==> config.mk <==
export PLATFORM = sky130hd
export DESIGN_NAME = hub75_bcm_driver
export DESIGN_NICKNAME = d
export VERILOG_FILES = /design/src/rtl/hub75_bcm_driver.sv
export SDC_FILE = /design/constraint.sdc
export NUM_CORES = 1
export LEC_CHECK = 0
export BUFFER_PORTS_ARGS = -buffer_cell sky130_fd_sc_hd__buf_2
export CAP_MARGIN = 20
export CORE_MARGIN = 1
export CORE_UTILIZATION = 38
export CTS_CLUSTER_DIAMETER = 40
export DETAILED_ROUTE_END_ITERATION = 10
export HOLD_SLACK_MARGIN = 0.03
export SYNTH_ARGS = -nofsm -noshare
export SYNTH_HDL_FRONTEND = slang
export SYNTH_SLANG_ARGS = --single-unit
==> constraint.sdc <==
create_clock -name clk -period 2.2 [get_ports clk]
set_input_delay 0.33 -clock clk [delete_from_list [all_inputs] [get_ports clk]]
set_output_delay 0.33 -clock clk [all_outputs]
set_load 0.005 [all_outputs]
==> src/rtl/hub75_bcm_driver.sv <==
// hub75_bcm_driver
//   HUB75(E) panel driver with binary-coded-modulation grey-scale. Each
//   handshake delivers one bit-plane of one row-pair. The driver shifts it
//   out on the six colour lines, then runs blank -> latch -> unblank. Because
//   the display timer runs independently of the FSM, the next plane is shifted
//   while the current one is still lit.
//
// Ports
//   clk, reset_n        system clock, synchronous active-low reset
//   s_valid/s_ready     plane-word handshake
//   {r,g,b}{0,1}_in     COLS plane bits per colour line, bit 0 shifted first
//   req_row/req_plane   row / bit-plane the driver expects next (MSB plane first)
//   {r,g,b}{0,1}_out    serial colour data
//   clk_out, latch_out  panel shift clock and latch strobe
//   blank               output enable, high = panel dark
//   addr_out            displayed row-pair address
//   frame_start         1-cycle pulse on the latch of row 0, top plane
//   underrun            sticky flag: display time ran out with no plane ready
module hub75_bcm_driver #(
  parameter int COLS       = 64,
  parameter int ROW_ADDR_W = 5,
  parameter int BCM_BITS   = 8,
  parameter int LSB_TICKS  = 82,
  parameter int CLK_DIV    = 2,
  localparam int PLANE_W   = (BCM_BITS > 1) ? $clog2(BCM_BITS) : 1
) (
  input  logic                  clk,
  input  logic                  reset_n,
  input  logic                  s_valid,
  output logic                  s_ready,
  input  logic [COLS-1:0]       r0_in,
  input  logic [COLS-1:0]       g0_in,
  input  logic [COLS-1:0]       b0_in,
  input  logic [COLS-1:0]       r1_in,
  input  logic [COLS-1:0]       g1_in,
  input  logic [COLS-1:0]       b1_in,
  output logic [ROW_ADDR_W-1:0] req_row,
  output logic [PLANE_W-1:0]    req_plane,
  output logic                  r0_out,
  output logic                  g0_out,
  output logic                  b0_out,
  output logic                  r1_out,
  output logic                  g1_out,
  output logic                  b1_out,
  output logic                  clk_out,
  output logic                  latch_out,
  output logic                  blank,
  output logic [ROW_ADDR_W-1:0] addr_out,
  output logic                  frame_start,
  output logic                  underrun
);

  // Timer must hold the longest plane time without truncation.
  localparam longint unsigned MAX_TICKS = 64'(LSB_TICKS) << (BCM_BITS - 1);
  localparam int TIMER_W = (MAX_TICKS > 64'd1) ? $clog2(MAX_TICKS + 64'd1) : 1;
  localparam int DIV_W   = (CLK_DIV > 1) ? $clog2(CLK_DIV) : 1;
  localparam int COL_W   = (COLS > 1) ? $clog2(COLS) : 1;
  localparam logic [PLANE_W-1:0] TOP_PLANE = PLANE_W'(BCM_BITS - 1);

  typedef enum logic [2:0] {
    ST_IDLE,
    ST_SHIFT,
    ST_WAIT,
    ST_BLANK,
    ST_LATCH,
    ST_UNBLANK
  } state_t;

  state_t state, state_next;

  // Shift chains, index 5..0 = r0,g0,b0,r1,g1,b1.
  logic [5:0][COLS-1:0]  sr;
  logic [DIV_W-1:0]      div_cnt;
  logic                  phase_hi;
  logic [COL_W-1:0]      col_cnt;
  logic [ROW_ADDR_W-1:0] cur_row;
  logic [PLANE_W-1:0]    cur_plane;
  logic [TIMER_W-1:0]    timer;
  logic                  displaying;
  // Keeps s_ready low during reset and the first cycle after it.
  logic                  armed;

  logic                  div_last;
  logic                  col_last;
  logic                  timer_run;
  logic                  xfer;
  logic [TIMER_W-1:0]    tick_load;

  assign div_last  = (div_cnt == DIV_W'(CLK_DIV - 1));
  assign col_last  = (col_cnt == COL_W'(COLS - 1));
  assign timer_run = (timer != '0);
  assign xfer      = s_valid && s_ready;
  assign tick_load = TIMER_W'(LSB_TICKS) << cur_plane;

  // The panel is lit exactly while the display timer is running, so blank
  // also covers the BLANK/LATCH/UNBLANK steps (timer is 0 there).
  assign blank = ~timer_run;

  assign r0_out = sr[5][0];
  assign g0_out = sr[4][0];
  assign b0_out = sr[3][0];
  assign r1_out = sr[2][0];
  assign g1_out = sr[1][0];
  assign b1_out = sr[0][0];

  // Next-state and strobe decode.
  always_comb begin
    state_next  = state;
    s_ready     = 1'b0;
    clk_out     = 1'b0;
    latch_out   = 1'b0;
    frame_start = 1'b0;
    case (state)
      ST_IDLE: begin
        s_ready = armed;
        if (s_valid && armed) state_next = ST_SHIFT;
      end
      ST_SHIFT: begin
        clk_out = phase_hi;
        if (div_last && phase_hi && col_last) state_next = ST_WAIT;
      end
      ST_WAIT: begin
        // Shifted plane waits for the current one to finish its slot.
        if (!(timer_run && displaying)) state_next = ST_BLANK;
      end
      ST_BLANK: state_next = ST_LATCH;
      ST_LATCH: begin
        latch_out   = 1'b1;
        frame_start = (cur_row == '0) && (cur_plane == TOP_PLANE);
        state_next  = ST_UNBLANK;
      end
      ST_UNBLANK: state_next = ST_IDLE;
      default: state_next = ST_IDLE;
    endcase
  end

  always_ff @(posedge clk) begin
    if (!reset_n) begin
      state      <= ST_IDLE;
      armed      <= 1'b0;
      sr         <= '0;
      div_cnt    <= '0;
      phase_hi   <= 1'b0;
      col_cnt    <= '0;
      cur_row    <= '0;
      cur_plane  <= '0;
      req_row    <= '0;
      req_plane  <= TOP_PLANE;
      addr_out   <= '0;
      timer      <= '0;
      displaying <= 1'b0;
      underrun   <= 1'b0;
    end else begin
      state <= state_next;
      armed <= 1'b1;

      // Free-running countdown, overlapped with shifting.
      if (timer_run) timer <= timer - TIMER_W'(1);

      case (state)
        ST_IDLE: begin
          if (xfer) begin
            sr        <= {r0_in, g0_in, b0_in, r1_in, g1_in, b1_in};
            cur_row   <= req_row;
            cur_plane <= req_plane;
            div_cnt   <= '0;
            phase_hi  <= 1'b0;
            col_cnt   <= '0;
            // Planes are requested MSB first; row advances after plane 0.
            if (req_plane == '0) begin
              req_plane <= TOP_PLANE;
              req_row   <= req_row + ROW_ADDR_W'(1);
            end else begin
              req_plane <= req_plane - PLANE_W'(1);
            end
          end
        end
        ST_SHIFT: begin
          if (div_last) begin
            div_cnt  <= '0;
            phase_hi <= ~phase_hi;
            // Advance the chain at the end of the high half of a column.
            if (phase_hi) begin
              for (int i = 0; i < 6; i++) sr[i] <= sr[i] >> 1;
              col_cnt <= col_cnt + COL_W'(1);
            end
          end else begin
            div_cnt <= div_cnt + DIV_W'(1);
          end
        end
        ST_LATCH: addr_out <= cur_row;
        ST_UNBLANK: begin
          timer      <= tick_load;
          displaying <= 1'b1;
        end
        default: ;
      endcase

      // Display slot expired while the next plane was not yet latchable.
      if (!timer_run && displaying && (state == ST_IDLE || state == ST_SHIFT))
        underrun <= 1'b1;
    end
  end

endmodule
======== Yosys cells after proc, flatten, opt, wreduce, memory -nomap -nowiden ========
Index checks and enable logic that the tools add are counted.
operators by class
  add/sub/neg operators ................... 5
  eq/ne operators ......................... 13
  shifts and indexed selects .............. 1
  mux-type cells .......................... 25
  bitwise logic cells ..................... 2
  reduce and logical (&&, ||, !) cells .... 22
operators by type and width
  operator                                                               count
  384-bit two-way mux                                                    3
  384-bit one-hot mux with 2 select lines                                1
  14-bit two-way mux                                                     2
  6-bit two-way mux                                                      3
  3-bit one-hot mux with 5 select lines                                  1
  14-bit nonzero test                                                    1
  7-bit by 3-bit << shifter with 14-bit output, first input constant     1
  14-bit by 1-bit subtractor with 14-bit output, second input constant   1
  3-bit two-way mux                                                      4
  2-bit != test, second input constant                                   6
  6-bit one-hot mux with 2 select lines                                  1
  3-bit equality test, second input constant                             3
  3-bit AND reduction                                                    3
  1-bit logical AND                                                      8
  1-bit two-way mux                                                      8
  6-bit by 1-bit adder with 6-bit output, second input constant          1
  3-bit by 2-bit equality test with 1-bit output, second input constant  2
  6-bit equality test, second input constant                             1
  3-bit logical NOT                                                      2
  5-bit by 1-bit adder with 5-bit output, second input constant          1
  5-bit logical NOT                                                      1
  1-bit one-hot mux with 2 select lines                                  2
  2-bit AND reduction                                                    2
  4-bit AND reduction                                                    1
  other kinds (7)                                                        9
storage, ports and cells
  register bits after elaboration ......... 433
  logic and storage cells ................. 87

======== Logic depth before layout (Yosys ltp) ========
  depth in word-level cells ............... 5
  gate-level depth with buffers ........... 8

======== Worst setup path before layout ========
No wires, ideal clock.
  path kind ............................... register -> register
  start point ............................. reg timer[0]
  end point ............................... reg timer[10]
  setup time .............................. 0.086 ns
  arrival time ............................ 1.876 ns
  data required time ...................... 2.114 ns
  slack ................................... 0.239 ns
  cell stages (with the launch flop) ...... 7
  buffers on the path ..................... 0
  clock period less this slack ............ 1.961 ns
  path through ............................ dfxtp_1 > inv_1 > ha_1 > or4b_4 > or4_1 > xor2_1 > a211oi_1
between the ends
  cells in the longest elaborated chain, start to end .. 3
  elaborated cells on any way between the ends .. 5
  those cells by class .................... add/sub: 1; mux: 2; reduce/logical: 2
ends and longest elaborated chain
  element                                        line  text
  from (decl)                                    78    logic [TIMER_W-1:0] timer;
  from (signal assigned)                         158   if (timer_run) timer <= timer - TIMER_W'(1);
  from (signal assigned)                         193   timer <= tick_load;
  14-bit by 1-bit subtractor with 14-bit output  158
  14-bit two-way mux                             158
  14-bit two-way mux                             160   case (state)
Parallel ways exist; a longest one is shown, timed or not. The select of a mux whose other input is x is not followed.
A chain may end at the register's enable or synchronous reset.

======== Worst setup path in the final report ========
  start point ............................. reg timer[0]
  end point ............................... out blank
between the ends
  cells in the longest elaborated chain, start to end .. 2
ends and longest elaborated chain
  element              line  text
  14-bit nonzero test  91    assign timer_run = (timer != '0);
  1-bit inverter       97    assign blank = ~timer_run;
  to (decl)            47    output logic blank,
No other way between the ends.

==> impl_results.rst <==
.. list-table::
   :header-rows: 1

   * - Metric
     - Value
   * - First-pass detailed-route iteration total
     - 5
   * - Maximum level of the CTS H-tree
     - 3
   * - Sequential-to-total area share from yosys stat
     - 0.433
   * - Clk sinks
     - 433
   * - MaxCap Viol Count
     - 0
   * - Cell with the largest stage delay on the worst path
     - sky130_fd_sc_hd__dfxtp_1
   * - Critical Setup Path Class
     - register to primary output
   * - Ys flop type
     - sky130_fd_sc_hd__dfxtp_1
   * - Clock tree from TritonCTS
     - yes
   * - Average vias per placed instance
     - 5.10
   * - Most common library cell in the layout ignoring fill and taps
     - sky130_fd_sc_hd__dfxtp_1
   * - Commonest cells after routing, fill and taps aside
     - 428 x sky130_fd_sc_hd__dfxtp_1, 411 x sky130_fd_sc_hd__buf_2, 383 x sky130_fd_sc_hd__mux2i_1
   * - Starting density of the core
     - 0.387
   * - Net count of the mapped netlist
     - 1,967
   * - Status
     - completed
   * - Clock-pin slew on the worst setup and hold paths
     - 0.05 ns
   * - Worst hold-check path type
     - primary input to register
   * - Count of unresolved DRC violations after routing
     - 0
   * - Maximum cell stage delay along the critical path
     - 0.33 ns
   * - Worst Path Required
     - 1.87 ns
   * - Overall Global Routing Usage
     - 0.197
   * - Worst Hold Depth
     - 3
   * - Clock network latency to the later pin of the worst-skew pair
     - 0.58 ns
   * - Via count
     - 15,600
   * - Wire length of the first global-routing pass
     - 86,100 µm
   * - Leakage dissipation
     - 0.0133 µW
   * - Number of enable flip-flop cells after synthesis
     - 0
   * - Number of global-route vias before repair
     - 16,500
   * - Type of element capturing the critical path
     - primary output
   * - Initial antenna violation count
     - 6
   * - FF-to-FF path depth
     - 6
   * - Maximum clock skew at final layout
     - 0.0236 ns
   * - Area Overhead vs Synth
     - 44.2%
   * - Filler cells
     - 4,179
   * - Post-route fraction of the period consumed by the critical path
     - 0.934
   * - Pin count of the biggest net entering global routing
     - 48
   * - Area after DPL
     - 23,000 µm²
   * - Number of input and output port buffers inserted
     - 411
   * - Fraction of synthesis flops using an asynchronous set or reset pin
     - 0
   * - Share of post-route cells with drive strength above 1
     - 0.384
   * - Main area contributors after synthesis
     - sky130_fd_sc_hd__dfxtp_1 43%, sky130_fd_sc_hd__o2bb2ai_2 21%, sky130_fd_sc_hd__mux2i_1 19%
   * - IR drop worst, VDD
     - 0.578 mV
   * - Die outline height
     - 231 µm
   * - Cell-by-cell listing of the critical path
     - inv_2, ha_4, nor4b_4, and4_4, buf_2
   * - Total Power Consumption
     - 27,400 µW
   * - Endpoint arrival time on the critical path
     - 1.72 ns
   * - Flop and latch count out of synthesis
     - 433
   * - Setup TNS
     - 0 ns
   * - Number of slew-limit violations in the final report
     - 0
   * - Worst max-slew margin expressed relative to the limit
     - 0.712
   * - Full die area
     - 53,600 µm²
   * - Iteration-0 DRC count of the detailed router
     - 626
   * - Final instance area
     - 28,900 µm²
   * - Number of setup violations in the final report
     - 0
   * - CTS root buffer
     - sky130_fd_sc_hd__clkbuf_16
   * - HPWL after detailed placement
     - 34,400 µm
   * - Largest driver fanout on the critical path
     - 5
   * - Number of CTS-inserted buffers
     - 73
   * - Largest buffer count on any clock path
     - 3
   * - Synth warnings
     - 0
   * - Total I/O pin count
     - 412
   * - Final count of hold timing violations
     - 0
   * - Achievable Freq
     - 0.487 GHz
   * - Floorplan core area
     - 51,700 µm²
   * - Gate count of the mapped netlist
     - 1,571
   * - Period minus WS final
     - 2.05 ns
   * - Unique cell type count in the Yosys netlist
     - 56
   * - Setup repair after global routing missed its margin
     - false
   * - Number of nets with antenna violations after routing
     - 0
   * - Total number of nets in the final design
     - 2,723
   * - Global-route congestion overflow total
     - 0
   * - Final Wtd Congestion
     - 0.799
   * - Synth area leader
     - sky130_fd_sc_hd__dfxtp_1
   * - Pre-CTS worst setup slack
     - 0.119 ns
   * - Std-Cell Rows
     - 83
   * - Post-synth top area share
     - 0.433
   * - Wire length reported by the detailed router
     - 53,800 µm
   * - Netlist Area Pre-Place
     - 20,000 µm²
   * - Pwr Density
     - 949 nW/µm²
   * - Wire length per cell
     - 17.6 µm
   * - Setup ws final
     - 0.145 ns
   * - Crit start category
     - register
   * - Average cell area after synthesis
     - 12.7 µm²
   * - Slew at the pin with the worst max-slew slack
     - 0.432 ns
   * - DIE WIDTH
     - 231 µm
-- Yosys cell counts, drive strengths merged, types with 8 or more instances --
master   instances
clkbuf          54
nand2           35
o21ai           10
xnor2           10
ha               9
buf             91
o2bb2ai        379
nor2            15
nor3            11
dfxtp          433
nor2b           17
a21boi          10
and2             8
a21oi           12
mux2i          383
nand3            9
inv              9
-- per-stage QoR --
step / hold WS, ns / cells / utilization
3_5_place_dp: 0.446 / 2592 / 0.445
6_report: 0.0523 / 3067 / 0.558
3_3_place_gp: 0.444 / 2592 / 0.445
5_1_grt: 0.0306 / 3066 / 0.558
4_1_cts: 0.0301 / 3062 / 0.557
2_1_floorplan: 0.358 / 1571 / -
-- cells by family after synthesis --
family	Yosys count	share of synthesized area
AO/OA/AOI/OAI	449	0.278
adder cells (fa/ha/maj)	9	0.00563
AND/OR/NAND/NOR	129	0.0363
buffers and inverters	154	0.0496
flip-flops	433	0.433
multiplexers	383	0.192
XOR/XNOR	14	0.00613
-- where the power goes --
| group | leakage (µW) | internal [µW] | switching (µW) |
|---|---|---|---|
| registers | 0.00353 | 8720 | 723 |
| logic | 0.00857 | 3530 | 3320 |
| clock network | 0.00117 | 7070 | 4010 |
| total | 0.0133 | 19300 | 8060 |
-- timing repair --
item	4_1_cts	5_1_grt
endpoints found under the hold margin	337	0
endpoints found under the setup margin	2	4
hold buffers	337	0
pin swaps	0	3
gates resized for setup	6	9
buffers inserted	2	1
-- routing by layer --
metal  up-vias  wire (µm)  share of wire  GRT usage
met5         -         26        0.00048          0
li1       7586          -              -          -
met3       129       2600          0.048     0.0432
met2       435      26300           0.49      0.338
met1      7478      23200           0.43      0.235
met4         4       1770          0.033     0.0857
-- sequential cells by signal, summed over array words and instances (netlist names), 3 cells and up --
name / flops
addr_out: 5
col_cnt: 6
timer: 14
req_row: 5
sr: 378
req_plane: 3
cur_plane: 3
cur_row: 5
state: 3
-- layout make-up --
| cell class | instances | area [µm²] | share of cell area |
|---|---|---|---|
| clock buffer | 94 | 2050 | 0.0709 |
| antenna | 4 | 10.0 | 0.000347 |
| sequential | 433 | 8670 | 0.301 |
| tap | 680 | 851 | 0.0295 |
| inverter | 9 | 33.8 | 0.00117 |
| clock inverter | 37 | 358 | 0.0124 |
| multi-input combinational | 984 | 10400 | 0.360 |
| timing repair buffer | 826 | 6480 | 0.225 |
-- worst max-delay path: cells and delay by family, from the launching register on --
family | cells | cell delay [ns]
adder cells (fa/ha/maj) | 1 | 0.14
buffers and inverters | 2 | 0.21
AND/OR/NAND/NOR | 2 | 0.48
flip-flops | 1 | 0.33
-- path summary, 6_finish.rpt --
path                             endpoint      start  slack [ns]
worst min-delay path               sr[55]  b1_in[55]        0.05
worst max register to register  timer[10]   timer[0]        0.21
worst max-delay path                blank   timer[0]        0.15
worst min register to register    sr[126]    sr[126]        0.46
Note: power is estimated with default switching activity, not from simulation.
